<file path="src/rtl/shift_sequencer.sv">
// -----------------------------------------------------------------------------
// shift_sequencer
//   Multicycle controller for the serial shift register datapath. It accepts one
//   shift/rotate command and parallel-loads the operand into the shift register.
//   It then issues exactly 'amt' single-bit shifts, each with the correct serial
//   input bit, and pulses o_done while the shift register holds the result.
//
//   State flow: IDLE -> LOAD -> SHIFT (amt cycles) -> DONE -> IDLE.
//   When amt is 0 or the op is illegal, the flow goes LOAD -> DONE directly.
//
// Parameters
//   W   operand / shift-register width (>= 2)
//   AW  width of the shift amount (amt range 0 .. 2**AW-1)
//
// Ports
//   clk         rising-edge clock
//   rst         synchronous, active-high reset (shared with the shift register)
//   i_start     command strobe, sampled only in IDLE
//   i_op        000 SLL, 001 SRL, 010 SRA, 011 ROL, 100 ROR, 101-111 illegal
//   i_amt       number of single-bit shifts
//   i_din       operand
//   i_abort     (only with SHIFT_ABORT_EN) drop the command in LOAD/SHIFT
//   o_busy      high in every state except IDLE
//   o_done      one-cycle pulse in DONE
//   o_err       high together with o_done when the captured op was illegal
//   o_result    shift-register contents, valid while o_done = 1
//   o_sr_in     parallel load data for the shift register (captured operand)
//   o_sr_write  shift-register write enable
//   o_sr_sps    1 = parallel load, 0 = shift
//   o_sr_srl    1 = shift right, 0 = shift left
//   o_sr_sin    serial input bit
//   i_sr_q      shift-register output, used as feedback for SRA and rotates
//
// Configuration
//   SHIFT_ABORT_EN  when defined, adds the i_abort port. An abort in LOAD or
//                   SHIFT returns the FSM to IDLE without a done pulse, and the
//                   shift register keeps its partial value. rst still wins.
// -----------------------------------------------------------------------------
module shift_sequencer #(
  parameter int W  = 8,
  parameter int AW = 4
) (
  input  logic          clk,
  input  logic          rst,
  input  logic          i_start,
  input  logic [2:0]    i_op,
  input  logic [AW-1:0] i_amt,
  input  logic [W-1:0]  i_din,
`ifdef SHIFT_ABORT_EN
  input  logic          i_abort,
`endif
  output logic          o_busy,
  output logic          o_done,
  output logic          o_err,
  output logic [W-1:0]  o_result,
  output logic [W-1:0]  o_sr_in,
  output logic          o_sr_write,
  output logic          o_sr_sps,
  output logic          o_sr_srl,
  output logic          o_sr_sin,
  input  logic [W-1:0]  i_sr_q
);

  typedef enum logic [1:0] {
    S_IDLE  = 2'd0,
    S_LOAD  = 2'd1,
    S_SHIFT = 2'd2,
    S_DONE  = 2'd3
  } state_t;

  localparam logic [2:0] OP_SLL = 3'd0;
  localparam logic [2:0] OP_SRL = 3'd1;
  localparam logic [2:0] OP_SRA = 3'd2;
  localparam logic [2:0] OP_ROL = 3'd3;
  localparam logic [2:0] OP_ROR = 3'd4;

  state_t        r_state;
  state_t        w_next_state;
  logic [2:0]    r_op;
  logic [AW-1:0] r_cnt;
  logic [W-1:0]  r_din;
  logic          w_illegal;
  logic          w_abort;

  assign w_illegal = (r_op > OP_ROR);

`ifdef SHIFT_ABORT_EN
  assign w_abort = i_abort;
`else
  assign w_abort = 1'b0;
`endif

  // NOTE: sequential state uses non-blocking assignments, so every register
  // samples the values from before the edge, regardless of statement order.
  always_ff @(posedge clk) begin
    if (rst) begin
      r_state <= S_IDLE;
      r_op    <= '0;
      r_cnt   <= '0;
      r_din   <= '0;
    end else begin
      r_state <= w_next_state;
      if (r_state == S_IDLE && i_start) begin
        r_op  <= i_op;
        r_cnt <= i_amt;
        r_din <= i_din;
      end else if (r_state == S_SHIFT) begin
        r_cnt <= r_cnt - 1'b1;
      end
    end
  end

  // NOTE: every signal written here gets a default first. That way no path
  // through the case statement can leave a signal unassigned and infer a latch.
  always_comb begin
    w_next_state = r_state;
    o_sr_write   = 1'b0;
    o_sr_sps     = 1'b0;
    o_sr_srl     = 1'b0;
    o_sr_sin     = 1'b0;
    o_done       = 1'b0;
    o_err        = 1'b0;
    case (r_state)
      S_IDLE: begin
        if (i_start) w_next_state = S_LOAD;
      end
      S_LOAD: begin
        o_sr_write = ~w_abort;
        o_sr_sps   = 1'b1;
        if (w_abort)                            w_next_state = S_IDLE;
        else if (r_cnt == '0 || w_illegal)      w_next_state = S_DONE;
        else                                    w_next_state = S_SHIFT;
      end
      S_SHIFT: begin
        o_sr_write = ~w_abort;
        // Feedback bits are taken from the register as it is this cycle. The
        // rotate/arith fill is therefore correct for every step, including amt >= W.
        case (r_op)
          OP_SRL:  begin o_sr_srl = 1'b1; o_sr_sin = 1'b0;        end
          OP_SRA:  begin o_sr_srl = 1'b1; o_sr_sin = i_sr_q[W-1]; end
          OP_ROL:  begin o_sr_srl = 1'b0; o_sr_sin = i_sr_q[W-1]; end
          OP_ROR:  begin o_sr_srl = 1'b1; o_sr_sin = i_sr_q[0];   end
          default: begin o_sr_srl = 1'b0; o_sr_sin = 1'b0;        end
        endcase
        if (w_abort)              w_next_state = S_IDLE;
        else if (r_cnt == AW'(1)) w_next_state = S_DONE;
      end
      S_DONE: begin
        o_done       = 1'b1;
        o_err        = w_illegal;
        w_next_state = S_IDLE;
      end
      default: w_next_state = S_IDLE;
    endcase
  end

  assign o_busy   = (r_state != S_IDLE);
  assign o_result = i_sr_q;
  assign o_sr_in  = r_din;

endmodule

</file>
<file path="config.mk">
export PLATFORM = sky130hd
export DESIGN_NAME = shift_sequencer
export DESIGN_NICKNAME = d
export VERILOG_FILES = /design/src/rtl/shift_sequencer.sv
export SDC_FILE = /design/constraint.sdc
export NUM_CORES = 1
export LEC_CHECK = 0
export BUFFER_PORTS_ARGS = -buffer_cell sky130_fd_sc_hd__buf_2
export CORE_ASPECT_RATIO = 0.9
export CORE_UTILIZATION = 33
export CTS_CLUSTER_DIAMETER = 40
export DETAILED_ROUTE_END_ITERATION = 7
export GPL_TIMING_DRIVEN = 1
export HOLD_SLACK_MARGIN = 0.12
export PLACE_DENSITY_LB_ADDON = 0.1
export SLEW_MARGIN = 20
export SYNTH_ARGS = -nofsm -noshare
export SYNTH_HDL_FRONTEND = slang
export SYNTH_SLANG_ARGS = --single-unit
</file>
<file path="constraint.sdc">
create_clock -name clk -period 1.7 [get_ports clk]
set_input_delay 0.34 -clock clk [delete_from_list [all_inputs] [get_ports clk]]
set_output_delay 0.34 -clock clk [all_outputs]
set_load 0.05 [all_outputs]
</file>
Word level (Yosys, flattened, before mapping)
Cells that the tools add are included.
{ "word_totals": {"ff_bits": 17} }
{ "op_classes": {"n_eq_ne": 10, "n_addsub": 1, "mux": 14, "n_reduce_logical": 10, "magnitude_cmp": 1} }
{ "op_table": {"columns": ["operator", "count"], "rows": [
  ["$mux 1", 8],
  ["$mux 4", 2],
  ["$pmux 2 s4", 1],
  ["$eq 3x2->1 const B", 2],
  ["$eq 2x2->1 const B", 2],
  ["$eq 4x1->1 const B", 1],
  ["$logic_not 4->1", 1],
  ["$mux 2", 2],
  ["$reduce_bool 2->1", 2],
  ["$reduce_or 2->1", 2],
  ["$sub 4x1->4 const B", 1],
  ["$eq 3x1->1 const B", 1],
  ["$eq 3x3->1 const B", 1],
  ["$gt 3x3->1 const B", 1],
  ["$reduce_or 3->1", 1],
  ["$eq 2x1->1 const B", 1],
  ["$logic_not 2->1", 1],
  ["$ne 2x1->1 const B", 1],
  ["$ne 2x2->1 const B", 1],
  ["$pmux 1 s2", 1],
  ["$reduce_and 2->1", 1],
  ["$logic_and 1x1->1", 1],
  ["$logic_or 1x1->1", 1]
]} }

Longest topological paths before layout
{ "depth": {"ltp_word": 4, "depth_mapped": 6} }

Worst setup path after synthesis
OpenSTA, ideal clock, no wires.
{ "synth_timing": {"kind": "reg-to-output", "start": "reg r_state[1]", "end": "out o_err", "t_arrival_ps": 1352, "stages_incl_launch_ff": 3, "path_slack_ps": 8, "required_ps": 1360, "path_cell_list": "dfxtp_1 -> ha_1 -> and2_1"} }
{ "synth_between": {"elab_chain_cells": 2} }
{ "synth_rtl": {"columns": ["element", "line_no", "text"], "rows": [
  ["start: declaration", "77", "state_t r_state;"],
  ["start signal: assignment", "102", "r_state <= w_next_state;"],
  ["$eq 2x2->1", "123", "case (r_state)"],
  ["$mux 1", "123", null],
  ["end: declaration", "54", "output logic o_err,"]
]} }
No other way between the ends.

Final worst setup path
{ "layout_timing": {"start": "reg r_state[1]", "end": "out o_sr_write"} }
{ "layout_between": {"elab_chain_cells": 3, "elab_cells_between_ends": 4, "cone_classes": "eq/ne (2); mux (1); reduce/logical (1)"} }
{ "layout_rtl": {"columns": ["element", "line_no", "text"], "rows": [
  ["$eq 2x2->1 or $eq 2x1->1 (tied branches)", "123", null],
  ["$reduce_or 2->1 (no source line) (*)", null, null],
  ["$mux 1 (*)", "123", null],
  ["end: declaration", "57", "output logic o_sr_write,"]
]} }
Mark *: on every way between the ends. The rest lies on a longest branch, timed or not.

==> metrics.md <==
| Metric | Value |
|---|---|
| Detail Route Antenna Nets | 0 |
| Post-synth top cells | nand2_1, dfxtp_1, a21oi_1, buf_4, ha_1 |
| Tot Pwr | 1.73 mW |
| CP bufs+invs | 2 |
| Clk sinks | 17 |
| Die Area | 0.00301 mm^2 |
| Initial core utilization | 0.361 |
| Kind of critical path | register to output pin |
| R2R depth | 6 |
| Worst Skew | 3.78 ps |
| Worst VDD drop | 0.481 mV |
| Initial antenna violation count | 0 |
| Routed vias/inst | 4.77 |
| Slowest cell on the critical path | dfxtp_4 |
| Worst skew pair latency | 290 ps |
| Gpl congestion | 0.662 |
| Area grow syn2layout | 21.7% |
| CP Depth | 3 |
| Post_cts resized | 7 |
| Placed Area | 0.00106 mm^2 |
| Most frequent cell after synthesis | nand2_1 |
| Post-synth EDFFs | 0 |
| Cell family with most CP delay | flip-flops |
| Die H | 52.2 um |
| Slew margin rel. | 0.701 |
| Post-route setup TNS | 0 ps |
| Sequential Power Share | 0.350 |
| Wire per inst | 11.9 um |
| Final instance area | 0.00112 mm^2 |
| Max cap viols | 0 |
| Boundary Pins | 49 |
| Die width | 57.7 um |
| Post-synth top area cell | dfxtp_1 |
| Switch Pwr | 824 uW |
| CTS tree | built |
| Inserted Diodes | 0 |
| Core ar. | 0.00255 mm^2 |
| Clock root cell | clkbuf_4 |
| H-tree lvl count | 1 |
| First-pass GRT wire length | 3.39 mm |
| Share of the synthesized area in the top cell type | 0.369 |
| Setup WS pre-CTS | 76.8 ps |
| Adder-cell share of the synthesized area | 0.109 |
| R2R Setup Slk | 120 ps |
| Power density over cell area | 1540 mW/mm^2 |
| Arr. time, crit path | 1270 ps |
| Syn Nets | 146 |
| Crit-path cells | inv_1 > ha_1 > clkbuf_4 |
| Period utilization | 0.949 |
| Final min period | 1610 ps |
| Cell-internal power | 904 uW |
| Cell Area, Synth | 922 um^2 |
| Switching Share | 0.477 |
| Post-synthesis compound-gate area fraction | 0.171 |
| Share of layout cells above drive strength 1 | 0.350 |
| Critical path required time | 1360 ps |
| Setup violators final | 0 |
| Max-slew violations | 0 |
| Leakage | 0.533 nW |
| Maximum achievable frequency | 620 MHz |
| Port Buffers | 36 |
| Max stage delay on crit path | 390 ps |
| Primary FF master, synth | dfxtp_1 |
| Clock network power share | 0.125 |
| Overall routing resource usage | 0.151 |
| Setup WS post-layout | 86.1 ps |
| Cell variety after synth | 26 |
| First-iteration detailed-routing DRC count | 36 |
| Clock transition at the registers of the reported paths | 100 ps |
| Final #Nets | 175 |
| Placed Instances | 164 |
| Fin Hold WS | 274 ps |
| Main area contributors after synthesis | dfxtp_1, nand2_1, ha_1, buf_4, a21oi_1 |
| Multi-input logic area | 493 um^2 |
| Num CTS Buffers | 3 |
| FF+latch area | 347 um^2 |
| Via count | 802 |
| Post-CTS setup buffer count | 0 |
| Failing checks | DRC |
| Max Root-Sink Buffers | 2 |
| CP Capture Type | output pin |
| Nature of the critical path startpoint | register |
| Ys Warns | 0 |
| Worst hold stages | 3 |
| Count of final hold-check violations | 0 |
| Largest net degree at the start of global routing | 19 |
| Post-Syn Instances | 112 |
| Vias in the first global route | 758 |
| Simple-gate portion of the synthesized area | 0.193 |
| Cts hold-fix bufs | 0 |
| Mapped Avg Cell Area | 8.23 um^2 |
| DRT Wirelength | 2.01 mm |
| Hold/Removal Path Class | input port to register |
| Status | complete, but fails checks |
| Synthesis-stage register bit count | 17 |
| Fillers | 275 |
| Remaining DRCs | 4 |
| Register area share after synthesis | 0.369 |
| First-pass DRT Iterations | 6 |
| FFs w/ async S/R, synth | 0 |
| Final core occ | 0.440 |
| Largest family of logic cells by synthesized area | simple AND/OR/NAND/NOR gates |
| Post-Synth XOR/XNOR Area | 0.0380 |
| Post-detail-place hpwl | 1.42 mm |
| CP Max Fanout | 5 |
| Row count | 17 |
| Combinational share of power | 0.525 |
| Least-Margin Pin Slew | 448 ps |
| Total gr overflow | 0 |
| Mux cell area share after synthesis | 0.0109 |
| RSZ-0062 raised after global routing | no |
| Non-Filler Instances | 168 |
-- cells in the final DEF, fill, tap and decap left out --
master     instances
o211ai_1           1
mux2i_1            1
nor2_1             5
o211a_1            1
o21ai_0            2
a2bb2oi_2          1
inv_1              4
o21ai_1            1
dfxtp_4            1
clkbuf_4           4
o21a_1             2
nor4b_1            1
buf_4              3
buf_6              1
a21oi_1           12
or3b_1             1
nor3b_1            1
clkinv_2           1
xor2_1             2
ha_1               7
a211oi_1           3
nand2_1           28
dfxtp_1           14
xnor2_1            2
inv_2              1
nor3_1             1
ha_4               1
buf_2             32
a211oi_2           1
and4b_2            1
dfxtp_2            2
and2_1             2
-- registers in the layout (all words and copies together) (netlist names) --
register / flops
o_sr_in: 8
r_cnt: 4
r_op: 3
r_state: 2
-- cells by family (layout without fill, tap and decap cells) --
family / Yosys count / in the layout
adders and majority gates: 8 / 8
AOI/OAI and AO/OA: 24 / 24
xor gates and xnor gates: 4 / 4
buffers and inverters: 18 / 46
DFF: 17 / 17
and+or+nand+nor: 40 / 40
muxes: 1 / 1
-- power by group through the flow --
stage	Combinational, mW	Sequential, mW	Clock [mW]
2_1_floorplan	0.626	0.707	0
3_3_place_gp	0.863	0.597	0
3_5_place_dp	0.876	0.603	0
4_1_cts	0.910	0.600	0.232
5_1_grt	1.01	0.623	0.247
6_report	0.908	0.604	0.216
-- layout make-up --
class / instances / area share
Tap cell: 28 / 0.0312
Clock buffer: 3 / 0.0201
Inverter: 5 / 0.0167
Timing Repair Buffer: 37 / 0.179
Sequential cell: 17 / 0.309
Clock inverter: 1 / 0.00446
Multi-Input combinational cell: 77 / 0.439
-- metal layers --
metal / vias up / global-route usage / routed length [um]
li1: 416 / - / -
met1: 350 / 0.197 / 975
met2: 30 / 0.238 / 877
met3: 6 / 0.0249 / 119
met4: 0 / 0.0833 / 33
met5: - / 0 / 0
-- worst paths after layout --
check,start,end
worst max-delay path,r_state[1],o_sr_write
worst min-delay path,i_din[5],o_sr_in[5]
worst max register to register,r_cnt[1],r_state[0]
worst min register to register,o_sr_in[4],o_sr_in[4]
-- tightest hold or removal path: cells and delay by family --
family,cells,cell delay (ps)
AOI/OAI and AO/OA,1,50
buffers and inverters,1,90
and+or+nand+nor,1,40
Power figures use the tool's default switching activity.
